File: config.mk
export PLATFORM = sky130hd
export DESIGN_NAME = frame_shift_reg
export DESIGN_NICKNAME = d
export VERILOG_FILES = /design/src/rtl/uart_pkg.sv /design/src/rtl/register.sv /design/src/rtl/frame_shift_reg.sv
export SDC_FILE = /design/constraint.sdc
export NUM_CORES = 1
export LEC_CHECK = 0
export CAP_MARGIN = 10
export CORE_ASPECT_RATIO = 1.1
export CORE_MARGIN = 4
export CORE_UTILIZATION = 45
export DETAILED_ROUTE_END_ITERATION = 12
export GPL_TIMING_DRIVEN = 0
export PLACE_DENSITY = 0.82
export REMOVE_ABC_BUFFERS = 1
export SYNTH_ARGS = -nofsm -noshare
export SYNTH_HDL_FRONTEND = slang
export SYNTH_HIERARCHICAL = 1
export SYNTH_SLANG_ARGS = --single-unit
File: constraint.sdc
create_clock -name clk -period 3.3 [get_ports clk]
set_input_delay 0.66 -clock clk [delete_from_list [all_inputs] [get_ports clk]]
set_output_delay 0.66 -clock clk [all_outputs]
set_load 0.02 [all_outputs]
File: src/rtl/uart_pkg.sv
// Shared UART data-path definitions: frame shifter FSM encoding, shift
// direction constants and the bit-counter width helper.
package uart_pkg;

   localparam logic [0:0] IDLE   = 1'b0;
   localparam logic [0:0] ACTIVE = 1'b1;

   localparam logic DIR_LSB = 1'b0;
   localparam logic DIR_MSB = 1'b1;

   // Counter must hold every value 0..d_bit inclusive.
   function automatic int cnt_width(input int d_bit);
      return $clog2(d_bit + 1);
   endfunction

endpackage

File: src/rtl/register.sv
// Enabled D-register with synchronous active-high clear; the caller supplies
// the next-state mux.
module register #(
   parameter int W = 8
) (
   input  logic         clk,
   input  logic         rst,
   input  logic         en,
   input  logic [W-1:0] d,
   output logic [W-1:0] q
);

   // NOTE: sequential state uses non-blocking assignments so every flop
   // samples the pre-edge value of its inputs.
   always_ff @(posedge clk) begin
      if (rst)     q <= '0;
      else if (en) q <= d;
   end

endmodule

File: src/rtl/frame_shift_reg.sv
// Frame shifter for the UART data path: loads a word, shifts 1..D_BIT bits on
// baud ticks in either direction, and reports serial out, aligned word, parity.
module frame_shift_reg
   import uart_pkg::*;
#(
   parameter int D_BIT = 8,
   parameter int CNT_W = cnt_width(D_BIT)
) (
   input  logic             clk,
   input  logic             rst,
   input  logic             en,
   input  logic             load,
   input  logic [D_BIT-1:0] d_reg,
   input  logic [CNT_W-1:0] len,
   input  logic             dir,
   input  logic             d,
   output logic [D_BIT-1:0] q,
   output logic [D_BIT-1:0] q_align,
   output logic             s_out,
   output logic             parity,
   output logic             busy,
   output logic             done
);

   localparam logic [CNT_W-1:0] LEN_MAX = CNT_W'(D_BIT);

   logic [0:0]       state;
   logic [CNT_W-1:0] cnt;
   logic [CNT_W-1:0] len_r;
   logic [CNT_W-1:0] len_clamp;
   logic             dir_r;
   logic             shift;
   logic             last;
   logic             q_en;
   logic [D_BIT-1:0] q_next;

   assign len_clamp = (len > LEN_MAX) ? LEN_MAX : len;
   // Load always wins over a coincident baud tick.
   assign shift     = (state == ACTIVE) && en && !load;
   assign last      = shift && (cnt == CNT_W'(1));
   assign q_en      = load || shift;
   assign busy      = (state == ACTIVE);

   // NOTE: q_next gets a default before any branch, so no latch is inferred.
   always_comb begin
      q_next = d_reg;
      if (!load) begin
         if (dir_r == DIR_MSB) q_next = {q[D_BIT-2:0], d};
         else                  q_next = {d, q[D_BIT-1:1]};
      end
   end

   register #(.W(D_BIT)) u_q_reg (
      .clk (clk),
      .rst (rst),
      .en  (q_en),
      .d   (q_next),
      .q   (q)
   );

   always_ff @(posedge clk) begin
      if (rst) begin
         state  <= IDLE;
         cnt    <= '0;
         len_r  <= LEN_MAX;
         dir_r  <= DIR_LSB;
         parity <= 1'b0;
         done   <= 1'b0;
      end else begin
         // done is a single-cycle pulse unless re-armed below.
         done <= 1'b0;
         if (load) begin
            len_r  <= len_clamp;
            dir_r  <= dir;
            cnt    <= len_clamp;
            parity <= 1'b0;
            if (len_clamp != '0) begin
               state <= ACTIVE;
            end else begin
               state <= IDLE;
               done  <= 1'b1;
            end
         end else if (shift) begin
            cnt    <= cnt - CNT_W'(1);
            parity <= parity ^ d;
            if (last) begin
               state <= IDLE;
               done  <= 1'b1;
            end
         end
      end
   end

   // MSB-first frames emit from the top of the active window, q[len_r-1].
   always_comb begin
      s_out = q[0];
      if (dir_r == DIR_MSB) begin
         for (int i = 0; i < D_BIT; i++) begin
            if (int'(len_r) == i + 1) s_out = q[i];
         end
      end
   end

   always_comb begin
      if (dir_r == DIR_MSB) q_align = q & ~({D_BIT{1'b1}} << len_r);
      else                  q_align = q >> (LEN_MAX - len_r);
   end

endmodule

Word-level counts from Yosys, hierarchy flattened
Cells that the tools add are included.

storage, ports and cells
  RAM bits = 0
  memories kept = 0
  register bits = 20
  input port bits = 18
  memory bits (read-only) = 0
  bits in latches = 0

cells by class
  bitwise logic cells = 3
  reduce and logical (&&, ||, !) cells = 10
  $mul = 0
  div/mod/pow operators = 0
  $add $sub $neg = 2
  mux-type cells = 22
  $lt $le $gt $ge = 1
  shift operators = 2
  equality and inequality tests = 8

operator list
  kind                                                                    count
  8-bit 2-to-1 mux                                                        3
  4-bit equality test (second input constant)                             5
  1-bit 2-to-1 mux                                                        16
  4-bit 2-to-1 mux                                                        3
  8-bit bitwise AND                                                       1
  4-bit by 3-bit equality test with 1-bit output (second input constant)  2
  8-bit inverter                                                          1
  8-bit by 4-bit left shift with 8-bit output (first input constant)      1
  8-bit by 4-bit >> shifter with 8-bit output                             1
  4-bit by 1-bit equality test with 1-bit output (second input constant)  1
  4-bit > comparator (second input constant)                              1
  2-bit nonzero test                                                      2
  4-bit nonzero test                                                      1
  4-bit by 1-bit subtractor with 4-bit output (second input constant)     1
  4-bit subtractor (first input constant)                                 1
  1-bit logical AND                                                       3
  2-bit AND reduction                                                     1
  2-bit OR reduction                                                      1
  1-bit logical NOT                                                       1
  1-bit logical OR                                                        1
  1-bit bitwise XOR                                                       1

Logic depth before layout (Yosys ltp)
Gate-level depths: netlist of the first run.

  depth after elaboration = 9
  gate-level depth with buffers = 8

Hierarchy
Netlist of the first run, hierarchy kept.

by module, submodules not included
  module           seq. area each (um^2)  area an instance (um^2)  cells an instance  times used
  frame_shift_reg  240.2                  1331.3                   177                1
  register         160.2                  285.3                    26                 1

Worst setup path after synthesis of the first run
OpenSTA, ideal clock, no wires.

  path kind = register to output
  start point = register len_r[0]
  end point = output port q_align[7]
  data required time = 2.640 ns
  slack = 0.180 ns
  arrival = 2.460 ns
  cell stages (with the launch flop) = 8
  path through = dfxtp_1 -> inv_1 -> ha_1 -> ha_1 -> buf_2 -> or4_4 -> or3_1 -> a21boi_1

between the ends
  cells in the longest elaborated chain, start to end = 4
  elaborated cells on any way between the ends = 6

RTL lines
  element                                                                   line                    text
  start, declared                                                           frame_shift_reg.sv:29   logic [CNT_W-1:0] len_r;
  start signal, assigned                                                    frame_shift_reg.sv:73   len_r <= len_clamp;
  parallel branches: the longest is 3 deep, another holds 4-bit subtractor  -
  8-bit 2-to-1 mux (*)                                                      frame_shift_reg.sv:105  if (dir_r == DIR_MSB) q_align = q & ~({D_BIT{1'b1}} << len_r);
  end, declared                                                             frame_shift_reg.sv:18   output logic [D_BIT-1:0] q_align,

Mark *: on every way between the ends.

Final worst setup path of the first run
  start point = register len_r[0]
  end point = output port q_align[6]

Same word-level chain as after synthesis.

==> reports/metrics.cfg, run 1 <==
[status]
status=complete, no violations

[synthesis]
avgSynthCellArea_um2=7.96
synthSimpleGateAreaFrac_pct=21.1
synthAdderAreaFrac_pct=6.97
postSynthCellCount=203
ys_seq_elements=20
synth_xor_area_share_pct=2.17
synth_compound_area_share_pct=20.9
synth_area_um2=1620
muxShareOfSynthArea_pct=17.8
ys.warnings.count=6
synth_top_family_by_area=simple AND/OR/NAND/NOR gates
ys_seq_area_share_pct=24.8
synth_cell_types=43

[die]
fp.dieW_um=65.1
io_pins=38
dieArea_um2=4620
die_y_um=70.9
core-area_um2=3390
start_util_pct=47.7
rows=22

[layout]
num-fill-cells=311
multi_input_area_um2=1140
syn2layout_area_growth_pct=26.5
final_nets=258
design_area_um2=2050
final_cells=278
drive_gt1_share_pct=7.83
register_area_um2=407
utilization_pct=60.4
antenna_cells=0

[global_route]
antenna_found_initial=0
grt_use_total_pct=18.4
grt_max_degree=35
grt_first_pass_wirelength_um=6960
gr-total-overflow=0
grt_pass1_vias=1512

[sta]
fin_skew_ns=0.00213
fmax_ghz=0.316
drv_slew=0
worst_slew_pin_slew_ns=1.01
finalSetupViolations=0
slew_headroom_pct=32.1
min_period_ns=3.16
fin_crit_sh_pct=95.8
timing.final.ws_setup_ns=0.137
rsz0062_at_grt=yes
hold_viol=0

[placed_design]
place_ws_ns=-0.806
dp.final_hpwl_um=2890
post_dp_cell_area_um2=1970
placedCellCount=273
routabilityCongestion=0.865
numPortBuffers=37

[worst_hold_path]
hold_class=flip-flop to flip-flop
hp-start=len_r[1]

[worst_setup_path]
start_kind=flip-flop
endpoint_kind=output pin
crit_path_start=len_r[0]
r2r_start=dir_r
cp_cell_sequence=clkinvlp_4 > ha_4 > ha_4 > or4_4 > a211o_1 > o21ai_0 > clkdlybuf4s15_2
crit_fanout=8
cp.arrival_ns=2.50
crit_slowest_cell=or4_4
path_delay_family=simple AND/OR/NAND/NOR gates
path_class=flip-flop to output pin
slowest_delay_ns=0.54
required_ns=2.64
path_common_cell=ha_4
timing.critical_path.buf_inv=2

[clock_tree]
clock_sink_count=20
h-tree-depth=1
clk_latency_ns=0.29
clockBufferDepth=2
path_clk_slew_ns=0.11
cts_tree=built
root_buffer=clkbuf_4
cts_hold_buffers=0
cts_buffers=3

[routing]
viasPerCell=5.80
drt_iter0_drc=142
wl_per_cell_um=14.9
via_count=1613
drc=0
first_pass_iters=4
finalWirelength_um=4140
ant_nets=0

[power_and_ir_drop]
powerDensity_nw_per_um2=306
leakagePower_uw=0.000771
ir_drop_v=0.000197
power_uw=627

[job]
maxCapViolCount=0

-- worst reg2reg max path: stages (launching register included) --
cell,delay (ns)
dfxtp_1,0.79
inv_1,0.23
a21boi_0,0.21
o21ai_0,0.09
mux2i_1,0.19
nor2_1,0.06
-- layer usage --
layer | track usage [%] | routed length, µm | share of wire [%] | up-vias
met5 | 0 | 0 | 0 | -
met4 | 5.76 | 49 | 1.2 | 0
met3 | 1.75 | 205 | 4.9 | 8
met2 | 31.8 | 2050 | 49 | 57
met1 | 24.0 | 1840 | 44 | 766
li1 | - | - | - | 782
-- path summary, 6_finish.rpt --
check | end | slack (ns) | cells after the start
worst min register to register | len_r[1] | 0.55 | 2
worst max-delay path | q_align[6] | 0.14 | 7
worst max register to register | u_q_reg/q[6] | 1.60 | 5
worst min-delay path | len_r[1] | 0.55 | 2
-- power breakdown --
part	internal, µW	switching (µW)	total, µW
Clock	67.2	69.6	137
Sequential	254	31.3	286
Combinational	105	98.5	204
-- cell usage after synthesis, drive strengths merged --
cell	count	share of area, %
mux2i	22	14
nand2	22	5.1
dfxtp	20	25
o21ai	17	5.3
nor2	14	3.3
a21oi	10	3.1
clkbuf	10	2.3
ha	9	7.0
nor2b	9	3.5
inv	8	1.9
nand2b	7	2.7
a21boi	5	2.3
buf	5	2.2
nor4	5	1.9
o22ai	5	1.9
nand3	3	0.93
a211oi	2	0.93
mux2	2	1.4
mux4	2	2.8
nand3b	2	0.93
o311ai	2	1.1
or3	2	0.77
or4	2	1.2
xnor2	2	1.1
xor2	2	1.1
a211o	1	0.54
a311o	1	0.62
a31oi	1	0.39
a41o	1	0.62
nor3	1	0.31
nor3b	1	0.46
o2111ai	1	0.54
o211ai	1	0.46
o21a	1	0.46
o21bai	1	0.46
o22a	1	0.54
o31a	1	0.54
o31ai	1	0.46
o32a	1	0.62
-- sequential cells by signal (all words and copies together), names as in the netlist --
signal,flops
dir_r,1
len_r,4
parity,1
u_q_reg/q,8
busy,1
cnt,4
done,1
-- cells by family after synthesis --
family,after synthesis
AO/OA/AOI/OAI,53
AND/OR/NAND/NOR,68
XOR/XNOR,4
buffers and inverters,23
adder cells (fa/ha/maj),9
flip-flops,20
multiplexers,26
-- stage by stage --
stage,hold WS [ns],TNS [ns]
floorplan,0.529,-0.0749
global placement,0.546,-4.60
detailed placement,0.543,-4.95
CTS,0.550,0
global route,0.610,-0.000896
finish,0.552,0
-- cell usage in the layout, fill, tap and decap left out, types with 2 or more instances in the layout --
cell             Yosys  routed
mux2_2               2       2
o22ai_1              5       5
dfxtp_1             20      17
xor2_1               2       2
nor4_1               5       5
a21oi_1             10      10
inv_1                8       7
xnor2_1              2       2
mux4_2               2       2
clkdlybuf4s15_1      0       2
o311ai_0             2       2
dfxtp_2              0       2
nand3_1              3       3
a21boi_0             4       4
o21ai_0             17      17
nand2_1             22      22
nand3b_1             2       2
dlygate4sd2_1        0       3
nand2b_1             7       7
nor2b_1              9       9
clkdlybuf4s50_1      0      30
a211oi_1             2       2
or3_1                2       2
mux2i_1             22      22
ha_4                 0       2
nor2_1              14      14
clkbuf_4             0       3
ha_1                 9       7
-- repair_timing --
item                                    in CTS  in global routing
resized for setup                           18                  5
pin swaps                                    0                  0
endpoints found under the setup margin       9                  1
cloned                                       0                  0
buffers inserted                             1                  0
-- cell type report --
type	instances	area share, %
sequential	20	19.9
clock buffer	4	1.77
tap	48	2.94
timing repair buffer	38	18.1
multi-input combinational	160	55.7
inverter	8	1.65
No activity file was read; power rests on OpenSTA's default activity.
==> run 2: changes to the inputs <==
- MAX_ROUTING_LAYER: default -> met4
==> run 2 against run 1 <==
  * Setup slack lost 0.0060 ns
  * Hold slack lost 0.0010 ns
  * Clock-buffer cell count is the same
  * Maximum frequency shrank 0.19%
  * Non-clock buffer count is the same
  * Critical path depth is the same
  * First-iteration DRC count grew 11%
  * Largest power group unchanged
==> reports/metrics.cfg, run 2 (synthesis gave the netlist of run 1 again) <==
[global_route]
grt_first_pass_wirelength_um=6910  ; was 6960 µm
grt_use_total_pct=18.9  ; was 18.4%
antenna_found_initial=0  ; unchanged
grt_pass1_vias=1512  ; unchanged
gr-total-overflow=0  ; unchanged
grt_max_degree=35  ; unchanged

[layout]
drive_gt1_share_pct=7.83  ; unchanged
layout_commonest_cell=clkdlybuf4s50_1  ; unchanged
antenna_cells=0  ; unchanged
final_cells=278  ; unchanged
top_register=u_q_reg/q  ; unchanged
num-fill-cells=311  ; unchanged
syn2layout_area_growth_pct=26.5  ; unchanged
reg.largest.list=u_q_reg/q (8), cnt (4), len_r (4)  ; unchanged
utilization_pct=60.4  ; unchanged
largest_reg_flops=8  ; unchanged
final_cell_mix=clkdlybuf4s50_1 (30), nand2_1 (22), mux2i_1 (22)  ; unchanged
final_nets=258  ; unchanged

[routing]
drt_iter0_drc=157  ; was 142
viasPerCell=5.83  ; was 5.80
via_count=1621  ; was 1613
drc=0  ; unchanged
finalWirelength_um=4120  ; was 4140 µm
first_pass_iters=4  ; unchanged
ant_nets=0  ; unchanged
wl_per_cell_um=14.8  ; was 14.9 µm

[sta]
worst_slew_pin_slew_ns=1.02  ; was 1.01 ns
hold_viol=0  ; unchanged
timing.final.ws_setup_ns=0.131  ; was 0.137 ns
slew_headroom_pct=31.6  ; was 32.1%
fmax_ghz=0.316  ; about the same
drv_slew=0  ; unchanged
fin_crit_sh_pct=96.0  ; was 95.8%
finalSetupViolations=0  ; unchanged
fin_skew_ns=0.000863  ; was 0.00213 ns
final.setup.tns_ns=0  ; unchanged
rsz0062_at_grt=yes  ; unchanged
min_period_ns=3.17  ; was 3.16 ns

[worst_setup_path]
required_ns=2.64  ; about the same
path_common_cell=ha_4  ; unchanged
slowest_delay_ns=0.54  ; about the same
cp_cell_sequence=clkinvlp_4 > ha_4 > ha_4 > or4_4 > a211o_1 > o21ai_0 > clkdlybuf4s15_2  ; unchanged
cp.arrival_ns=2.51  ; was 2.50 ns
start_kind=flip-flop  ; unchanged
endpoint_kind=output pin  ; unchanged
crit_fanout=8  ; unchanged
path_class=flip-flop to output pin  ; unchanged
crit_slowest_cell=or4_4  ; unchanged

[clock_tree]
clock_sink_count=20  ; unchanged
cts_tree=built  ; unchanged
clockBufferDepth=2  ; unchanged
root_buffer=clkbuf_4  ; unchanged
path_clk_slew_ns=0.11  ; about the same
h-tree-depth=1  ; unchanged
cts_buffers=3  ; unchanged
cts_hold_buffers=0  ; unchanged
clk_latency_ns=0.29  ; about the same

[die]
fp.dieW_um=65.1  ; unchanged
rows=22  ; unchanged
core-area_um2=3390  ; unchanged
die_y_um=70.9  ; unchanged
start_util_pct=47.7  ; unchanged
dieArea_um2=4620  ; unchanged
io_pins=38  ; unchanged

[placed_design]
dp.final_hpwl_um=2890  ; unchanged
numPortBuffers=37  ; unchanged
routabilityCongestion=0.879  ; was 0.865
place_ws_ns=-0.806  ; unchanged
placedCellCount=273  ; unchanged

[power_and_ir_drop]
leakagePower_uw=0.000771  ; unchanged
powerDensity_nw_per_um2=307  ; was 306 nW/µm²
ir_drop_v=0.000198  ; was 0.000197 V

[job]
maxCapViolCount=0  ; unchanged

[worst_hold_path]
hold_class=flip-flop to flip-flop  ; unchanged

[status]
status=complete, no violations  ; unchanged

## run 2: worst paths after layout
check	startpoint	end	slack, ns	depth (start not counted)
worst min-delay path	len_r[1]	len_r[1]	0.55	2
worst max-delay path	len_r[0]	q_align[6]	0.13	7
worst min register to register	len_r[1]	len_r[1]	0.55	2
worst max register to register	dir_r	u_q_reg/q[6]	1.61	5
## run 2: layer usage
metal	global-route usage, %	part of all wire (%)	up-vias
li1	-	-	780
met1	23.6	44	774
met2	32.2	49	59
met3	1.75	5.5	8
met4	5.76	1.2	0
met5	-	0	-
## run 2: layout make-up
class	count	area (µm²)	share of cell area, %
clock buffer	4	36.3	1.77
tap	48	60.1	2.94
inverter	8	33.8	1.65
timing repair buffer	38	370	18.1
sequential	20	407	19.9
multi-input combinational	160	1140	55.7
## run 2: critical path: cells and delay by family, from the launching register on
family / cells / cell delay (ns)
flops: 1 / 0.38
fa+ha+maj: 2 / 0.49
buf+inv: 2 / 0.45
simple gates: 1 / 0.54
compound gates: 2 / 0.35
## run 2: stage by stage
stage,hold slack (ns),total power [µW],cell area [µm²]
floorplan,0.529,400,1540
global placement,0.546,487,1970
detailed placement,0.543,490,1970
CTS,0.550,628,2040
global route,0.610,665,2050
finish,0.551,627,2050
## run 2: what timing repair did
item	CTS	global route
setup endpoints to repair	9	1
setup buffers	1	0
resized for setup	18	5
## run 2: power breakdown
group / total (µW) / internal [µW] / switching [µW]
Combinational: 204 / 105 / 98.8
Clock: 138 / 67.2 / 70.5
Sequential: 285 / 254 / 31.0
Total: 627 / 427 / 200
